==> src/rtl/codec_pkg.sv <==
// Shared constants and helpers for the codec stream buffer.
// Latency: n/a (compile-time definitions only).
// Backpressure: n/a.
package codec_pkg;

    localparam int SAMPLE_WIDTH_DEF = 16;
    localparam int CHANNELS_DEF     = 2;
    localparam int UNDERRUN_CNT_W   = 16;

    // Width of one packed frame; channel 0 occupies the LSBs.
    function automatic int frame_width(input int channels, input int width);
        return channels * width;
    endfunction

endpackage

==> src/rtl/codec_frame_fifo.sv <==
// Synchronous frame FIFO with registered count and full/empty flags, no bypass.
// Latency: a pushed frame is visible on head one cycle after the push edge.
// Backpressure: push is ignored when full and pop is ignored when empty.
//
// Ports: clk/reset_n; push + push_data enqueue; pop dequeues; head is the
// oldest stored frame; count/full/empty come straight from registered state.
module codec_frame_fifo #(
    parameter int DW    = 32,
    parameter int DEPTH = 4
) (
    input  logic                       clk,
    input  logic                       reset_n,
    input  logic                       push,
    input  logic [DW-1:0]              push_data,
    input  logic                       pop,
    output logic [DW-1:0]              head,
    output logic [$clog2(DEPTH+1)-1:0] count,
    output logic                       full,
    output logic                       empty
);
    localparam int AW = $clog2(DEPTH);
    localparam int CW = $clog2(DEPTH+1);

    logic [DW-1:0] mem [DEPTH];
    logic [AW-1:0] wr_ptr;
    logic [AW-1:0] rd_ptr;
    logic [CW-1:0] cnt;
    logic          do_push;
    logic          do_pop;

    assign full    = (cnt == CW'(DEPTH));
    assign empty   = (cnt == '0);
    assign do_push = push & ~full;
    assign do_pop  = pop & ~empty;
    assign head    = mem[rd_ptr];
    assign count   = cnt;

    // Storage carries no reset; empty is tracked by cnt alone.
    always_ff @(posedge clk) begin
        if (do_push) begin
            mem[wr_ptr] <= push_data;
        end
    end

    // DEPTH is a power of two, so the pointers wrap without compare logic.
    always_ff @(posedge clk or negedge reset_n) begin
        if (!reset_n) begin
            wr_ptr <= '0;
            rd_ptr <= '0;
            cnt    <= '0;
        end else begin
            if (do_push) begin
                wr_ptr <= wr_ptr + AW'(1);
            end
            if (do_pop) begin
                rd_ptr <= rd_ptr + AW'(1);
            end
            if (do_push && !do_pop) begin
                cnt <= cnt + CW'(1);
            end else if (do_pop && !do_push) begin
                cnt <= cnt - CW'(1);
            end
        end
    end

endmodule

==> src/rtl/codec_stream_buffer.sv <==
// Multi-channel frame buffer between the synth core and the codec serialiser.
// Latency: frame head appears on valid_sample in the same cycle as the new_frame rising edge.
// Backpressure: sample_ready drops when DEPTH frames are stored; a same-cycle pop gives no credit.
//
// Ports: sample_in/sample_valid/sample_ready write side; new_frame strobe in,
// frame_tick/valid_sample out; request_sample low-water refill; fill_level;
// underrun pulse, underrun_count saturating counter, clear_underrun.
module codec_stream_buffer
    import codec_pkg::*;
#(
    parameter int WIDTH            = SAMPLE_WIDTH_DEF,
    parameter int CHANNELS         = CHANNELS_DEF,
    parameter int DEPTH            = 4,
    parameter int LOW_WATER        = 2,
    parameter int MUTE_ON_UNDERRUN = 1
) (
    input  logic                         clk,
    input  logic                         reset_n,
    input  logic [CHANNELS*WIDTH-1:0]    sample_in,
    input  logic                         sample_valid,
    output logic                         sample_ready,
    input  logic                         new_frame,
    output logic                         frame_tick,
    output logic                         request_sample,
    output logic [CHANNELS*WIDTH-1:0]    valid_sample,
    output logic [$clog2(DEPTH+1)-1:0]   fill_level,
    output logic                         underrun,
    output logic [UNDERRUN_CNT_W-1:0]    underrun_count,
    input  logic                         clear_underrun
);
    localparam int FW = frame_width(CHANNELS, WIDTH);
    localparam int CW = $clog2(DEPTH+1);
    localparam logic [CW-1:0]             LOW_WATER_C = CW'(LOW_WATER);
    localparam logic [UNDERRUN_CNT_W-1:0] CNT_MAX     = '1;

    logic          prev_frame;
    logic [FW-1:0] current;
    logic [FW-1:0] head;
    logic          full;
    logic          empty;
    logic          push;
    logic          pop;

    // Qualified by reset_n so no tick (and no underrun) is reported while
    // reset is held; a strobe still high at release then ticks once.
    assign frame_tick     = new_frame & ~prev_frame & reset_n;
    assign sample_ready   = ~full;
    assign push           = sample_valid & sample_ready;
    assign pop            = frame_tick & ~empty;
    assign underrun       = frame_tick & empty;
    assign request_sample = (fill_level < LOW_WATER_C);

    codec_frame_fifo #(
        .DW    (FW),
        .DEPTH (DEPTH)
    ) u_fifo (
        .clk       (clk),
        .reset_n   (reset_n),
        .push      (push),
        .push_data (sample_in),
        .pop       (pop),
        .head      (head),
        .count     (fill_level),
        .full      (full),
        .empty     (empty)
    );

    // Zero-latency presentation: the head is shown combinationally on the
    // tick cycle and then held from current until the next tick.
    always_comb begin
        valid_sample = current;
        if (pop) begin
            valid_sample = head;
        end else if (underrun && (MUTE_ON_UNDERRUN != 0)) begin
            valid_sample = '0;
        end
    end

    always_ff @(posedge clk or negedge reset_n) begin
        if (!reset_n) begin
            prev_frame <= 1'b0;
            current    <= '0;
        end else begin
            prev_frame <= new_frame;
            if (pop) begin
                current <= head;
            end else if (underrun && (MUTE_ON_UNDERRUN != 0)) begin
                current <= '0;
            end
        end
    end

    // Clear has priority over a coincident underrun.
    always_ff @(posedge clk or negedge reset_n) begin
        if (!reset_n) begin
            underrun_count <= '0;
        end else if (clear_underrun) begin
            underrun_count <= '0;
        end else if (underrun && (underrun_count != CNT_MAX)) begin
            underrun_count <= underrun_count + UNDERRUN_CNT_W'(1);
        end
    end

endmodule

==> config.mk <==
export PLATFORM = sky130hd
export DESIGN_NAME = codec_stream_buffer
export DESIGN_NICKNAME = d
export VERILOG_FILES = /design/src/rtl/codec_pkg.sv /design/src/rtl/codec_frame_fifo.sv /design/src/rtl/codec_stream_buffer.sv
export SDC_FILE = /design/constraint.sdc
export NUM_CORES = 1
export LEC_CHECK = 0
export CAP_MARGIN = 20
export CORE_UTILIZATION = 55
export CTS_CLUSTER_DIAMETER = 150
export DETAILED_ROUTE_END_ITERATION = 16
export PLACE_DENSITY = 0.84
export SLEW_MARGIN = 10
export SYNTH_ARGS = -nofsm -noshare
export SYNTH_HDL_FRONTEND = slang
export SYNTH_HIERARCHICAL = 1
export SYNTH_SLANG_ARGS = --single-unit
==> constraint.sdc <==
create_clock -name clk -period 3.3 [get_ports clk]
set_input_delay 0.66 -clock clk [delete_from_list [all_inputs] [get_ports clk]]
set_output_delay 0.66 -clock clk [all_outputs]
set_load 0.005 [all_outputs]
# After elaboration in Yosys (flattened, before gate mapping)
# Memory sizes are Yosys's and may differ from the RTL's.
# Index checks and enable logic that the tools add are counted.
# op_classes
eq_ne	2
reduce_logical	8
magnitude_cmp	1
mux	8
addsub	5
bitwise_logic	10
# ops
op	count
32-bit two-way mux	2
16-bit two-way mux	2
16-bit by 1-bit adder with 16-bit output, second input constant	1
16-bit != test, second input constant	1
1-bit bitwise AND	7
3-bit two-way mux	2
2-bit by 1-bit adder with 2-bit output, second input constant	2
2-bit nonzero test	2
3-bit by 1-bit adder with 3-bit output, second input constant	1
3-bit == test, second input constant	1
1-bit logical AND	3
3-bit logical NOT	1
3-bit by 2-bit < comparator with 1-bit output, second input constant	1
1-bit inverter	3
3-bit by 1-bit subtractor with 3-bit output, second input constant	1
1-bit logical NOT	2
1-bit two-way mux	2
# word_totals
ff_bits	56
ramBits	128
elab_cells	41
output_inout_bits	55
input_bits	37
n_memories	1
# mem_list
memory	words	width	rd	rd_ports_with_merged_regs	write_ports	line	source
u_fifo.mem	4	32	1	0	1	codec_frame_fifo.sv:24	logic [DW-1:0] mem [DEPTH];

# Longest topological paths before layout
# depth
word_depth	8
ltp_mapped	11

# Cells and area by module
# Netlist, hierarchy kept.
# by_module_without_submodules
module	area_each_um2	n_inst	cells_per_inst
codec_frame_fifo	5061.1	1	205
codec_stream_buffer	2354.8	1	248

# Least setup slack after synthesis
# Ideal clock, no wire load.
# synth_path
kind	input port to flip-flop
startpoint	input port sample_valid
endpoint	memory u_fifo.mem[3][0], enable pin
arrival_ns	2.214
path_slack_ns	0.664
setup_time_ns	0.421
path_stages	3
path_buffers	0
t_required_ns	2.879
path_cell_list	nor2b_1 > nand2_1 > nor2_1
# synth_between
elab_chain_len	4
# synth_lines
item	line	source
from (decl)	codec_stream_buffer.sv:20	input logic sample_valid,
1-bit bitwise AND	codec_stream_buffer.sv:48	assign push = sample_valid & sample_ready;
1-bit bitwise AND	codec_frame_fifo.sv:33	assign do_push = push & ~full;
1-bit two-way mux	codec_frame_fifo.sv:40	if (do_push) begin
1-bit two-way mux (not written as such)	codec_frame_fifo.sv:41	mem[wr_ptr] <= push_data;
to (decl)	codec_frame_fifo.sv:24	
# Every way passes these cells.

# Worst setup path after layout
# layout_path
startpoint	register u_fifo.cnt[0] (netlist: u_fifo/count[0])
endpoint	output port underrun
# layout_between
elab_chain_len	2
# layout_lines
item	line	source
from (decl)	codec_frame_fifo.sv:27	logic [CW-1:0] cnt;
from (signal assigned)	codec_frame_fifo.sv:59	cnt <= cnt + CW'(1);
from (signal assigned)	codec_frame_fifo.sv:61	cnt <= cnt - CW'(1);
3-bit logical NOT	codec_frame_fifo.sv:32	assign empty = (cnt == '0);
named net empty	codec_stream_buffer.sv:40	logic empty;
1-bit bitwise AND	codec_stream_buffer.sv:50	assign underrun = frame_tick & empty;
to (decl)	codec_stream_buffer.sv:27	output logic underrun,
# The timed path passes the listed nets, and every way through them passes these cells.

==> flow_summary.toml <==
[sta]
final_hold_violation_count = 0
maxSlewViolCount = 0
clock.fmax_mhz = 316
fin_setup_tns_ns = 0
relSlewSlack_pct = 50.1
finalClockSkew_ns = 0.00905
tightestPinTransition_ns = 0.746
layout_worst_path_cycle_share_pct = 95.9
grt_setup_unrepaired = "false"
setup_viol_count_final = 0
final.min_clock_period_ns = 3.17

[worst_setup_path]
timing.critical_path.slowest_stage_cell = "clkdlybuf4s50_1"
worst_setup_path_start = "u_fifo/count[0]"
worst_ep_required_time_ns = 2.64
crit_family = "buffers and inverters"
ff2ff_setup_slack_ns = 0.56
slowest_delay_ns = 0.51
critPathCaptureType = "output port"
timing.critical_path.arrival_ns = 2.51
worstSetupPathDepth = 6
series_of_cell_instances_along_the_critical_path = "or3_1 > inv_1 > buf_4 > nand4b_1 > inv_1 > clkdlybuf4s50_1"
worstSetupEndpoint = "underrun"
worstReg2RegEnd = "underrun_count[8]"
path_common_cell = "inv_1"
critical_path.n_buffers_inverters = 4
worstPathMaxFanout = 12
worst_r2r_startpoint = "u_fifo/count[0]"
critical_path.startpoint_type = "flip-flop"
critical_path_class = "flip-flop to output port"
rr_worst_depth = 8

[cts]
clock_latency_ns = 0.43
cts_resized = 0
cts_tree = "yes"
clk_pin_slew_worst_paths_ns = 0.06
cts_made_buffers = 17
clockBufferDepth = 2
tritoncts_num_sinks = 184
htree_num_levels = 4
cts.root.buffer_cell = "clkbuf_16"

[global_routing]
grt_antenna_before_repair = 0
grt_pass1_wl_mm = 22.5
grt_start_max_net_pins = 67
track_usage_pct = 21.8
gr-total-overflow = 0
grt_pass1_vias = 4320

[pwr]
pwr_density_cell_mw_per_mm2 = 808
pwr-share-seq_pct = 44.5
power.net_switching_w = 0.00204
p_leak_nw = 3.30
p_sw_share_pct = 27.6
peak_ir_drop_on_the_vdd_network_uv = 424
power_report.internal_total_w = 0.00536
power.combinational.fraction_pct = 29.9
power.clock.fraction_pct = 25.6

[place]
dp.cells = 710
detailed_place.area_mm2 = 0.00859
detailedPlacementHpwl_mm = 8.66
routability_cong = 0.826
port_bufs = 91

[routing]
drcViolationCount = 0
ant_nets = 0
drt_iter0_markers = 375
drt-vias-per-instance = 5.56
drt_wl_total_mm = 13.9
wl_per_cell_um = 18.7
vias = 4125
drt_pre_antenna_iters = 7

[logic_synthesis]
synth_largest_type_area_fraction_pct = 51.8
synthesis.area_mm2 = 0.00742
synth_enable_flop_cells = 128
unique_masters_post_synth = 43
synth_async_sr_flop_share_pct = 30.4
post_synth.cell_area_avg_um2 = 16.4
postSynth.topFlopCell = "edfxtp_1"
synth.ff_latch_count = 184
synth_top_cell_by_area = "edfxtp_1"
synth_top_cells_by_area = "edfxtp_1 (52%), dfrtp_1 (19%), mux4_2 (9.7%)"
syn-instance-count = 453
seq_area_frac_synth_pct = 70.7
postSynthNetCount = 497
synth-warning-count = 6

[finish]
layout_commonest_cell = "edfxtp_1"
finalNonFillerCells = 742
antennaDiodeCount = 0
final_design_area_no_fill_mm2 = 0.00915
most-common-layout-cells = "edfxtp_1 (128), clkdlybuf4s50_1 (90), dfrtp_1 (54), nand2_1 (39), o21ai_0 (36)"
layout.nets = 598
area_growth_pct = 23.4
final_layout_size_suffix_gt1_share_pct = 17.3

[die]
floorplan.die.height_um = 118
initial_core_utilization_pct = 56.2
die-area_mm2 = 0.0140
fp.coreArea_mm2 = 0.0132
top_level_ports = 92
die_w_um = 118
rows = 42

[run_status]
outcome = "complete, no violations"

[run]
maxCapViolCount = 0

[hold_path]
worstHoldPathType = "input pin to asynchronous set/reset pin"
==> synth_stat cells (6+ instances only) <==
cell	n
inv_1	9
dfrtp_1	56
clkbuf_1	14
a21oi_1	11
edfxtp_1	128
nand3_1	7
o21ai_0	36
or4_1	6
o31ai_1	6
ha_1	6
nor2b_1	6
nand2_1	39
nor2_1	10
mux4_2	32
nand2b_1	34
==> cell type report <==
cell class | instances | area, µm²
multi-input combinational | 237 | 2020
sequential | 184 | 5250
clock buffer | 21 | 460
inverter | 9 | 33.8
clock inverter | 10 | 95.1
timing repair buffer | 105 | 1070
tap | 176 | 220
fill | 859 | 4040
==> worst reg2reg max path, delay by kind of cell (launching register included) <==
family | cells | cell delay (ns)
DFF | 1 | 0.46
buffers and inverters | 3 | 0.50
and+or+nand+nor | 4 | 1.54
AOI/OAI and AO/OA | 1 | 0.16
==> registers in the layout (all words and copies together) (netlist names) <==
register,flops
u_fifo/count,3
u_fifo/mem,128
prev_frame,1
u_fifo/wr_ptr,2
u_fifo/rd_ptr,2
underrun_count,16
current,32
==> power groups by stage <==
stage / sequential, W / combinational, W / clock, W
3_5_place_dp: 0.00334 / 0.00224 / 0
4_1_cts: 0.00330 / 0.00226 / 0.00193
2_1_floorplan: 0.00325 / 0.00137 / 0
6_report: 0.00329 / 0.00221 / 0.00190
5_1_grt: 0.00334 / 0.00242 / 0.00202
3_3_place_gp: 0.00330 / 0.00217 / 0
==> metal layers <==
layer	vias to the layer above	wire [µm]	track usage (%)	share of wire (%)
li1	1915	-	-	-
met1	2058	5490	26.2	40
met2	134	7490	38.1	54
met3	18	694	5.04	5.0
met4	0	204	8.89	1.5
met5	-	0	0	0
==> worst min-delay path by stage <==
stage / from / endpoint / slack (ns)
finish: reset_n / current[26] / 0.49
global route: current[3] / current[3] / 0.52
CTS: current[14] / current[14] / 0.50
detailed placement: current[14] / current[14] / 0.48
global placement: current[7] / current[7] / 0.47
floorplan: reset_n / current[0] / 0.36
==> timing repair <==
action	CTS	global route
hold buffers	0	0
setup buffers	0	1
endpoints found under the hold margin	0	0
setup endpoints to repair	0	1
==> stage by stage <==
stage	setup WS [ns]	hold WS, ns	utilization [%]	power, W
3_3_place_gp	0.219	0.471	65.1	0.00547
5_1_grt	0.0330	0.524	69.4	0.00778
3_5_place_dp	0.142	0.481	65.1	0.00558
4_1_cts	0.0215	0.495	69.3	0.00749
6_report	0.134	0.491	69.4	0.00740
2_1_floorplan	0.664	0.364	-	0.00461
==> kinds of logic after synthesis <==
logic type                 Yosys count  share of synthesized area [%]
AOI/OAI and AO/OA                   55                           4.03
buffers and inverters               32                           2.19
muxes                               40                           10.9
DFF                                184                           70.7
xor gates and xnor gates             6                          0.709
and+or+nand+nor                    129                           10.1
adders and majority gates            7                           1.28
Note: power is estimated with default switching activity, not from simulation.
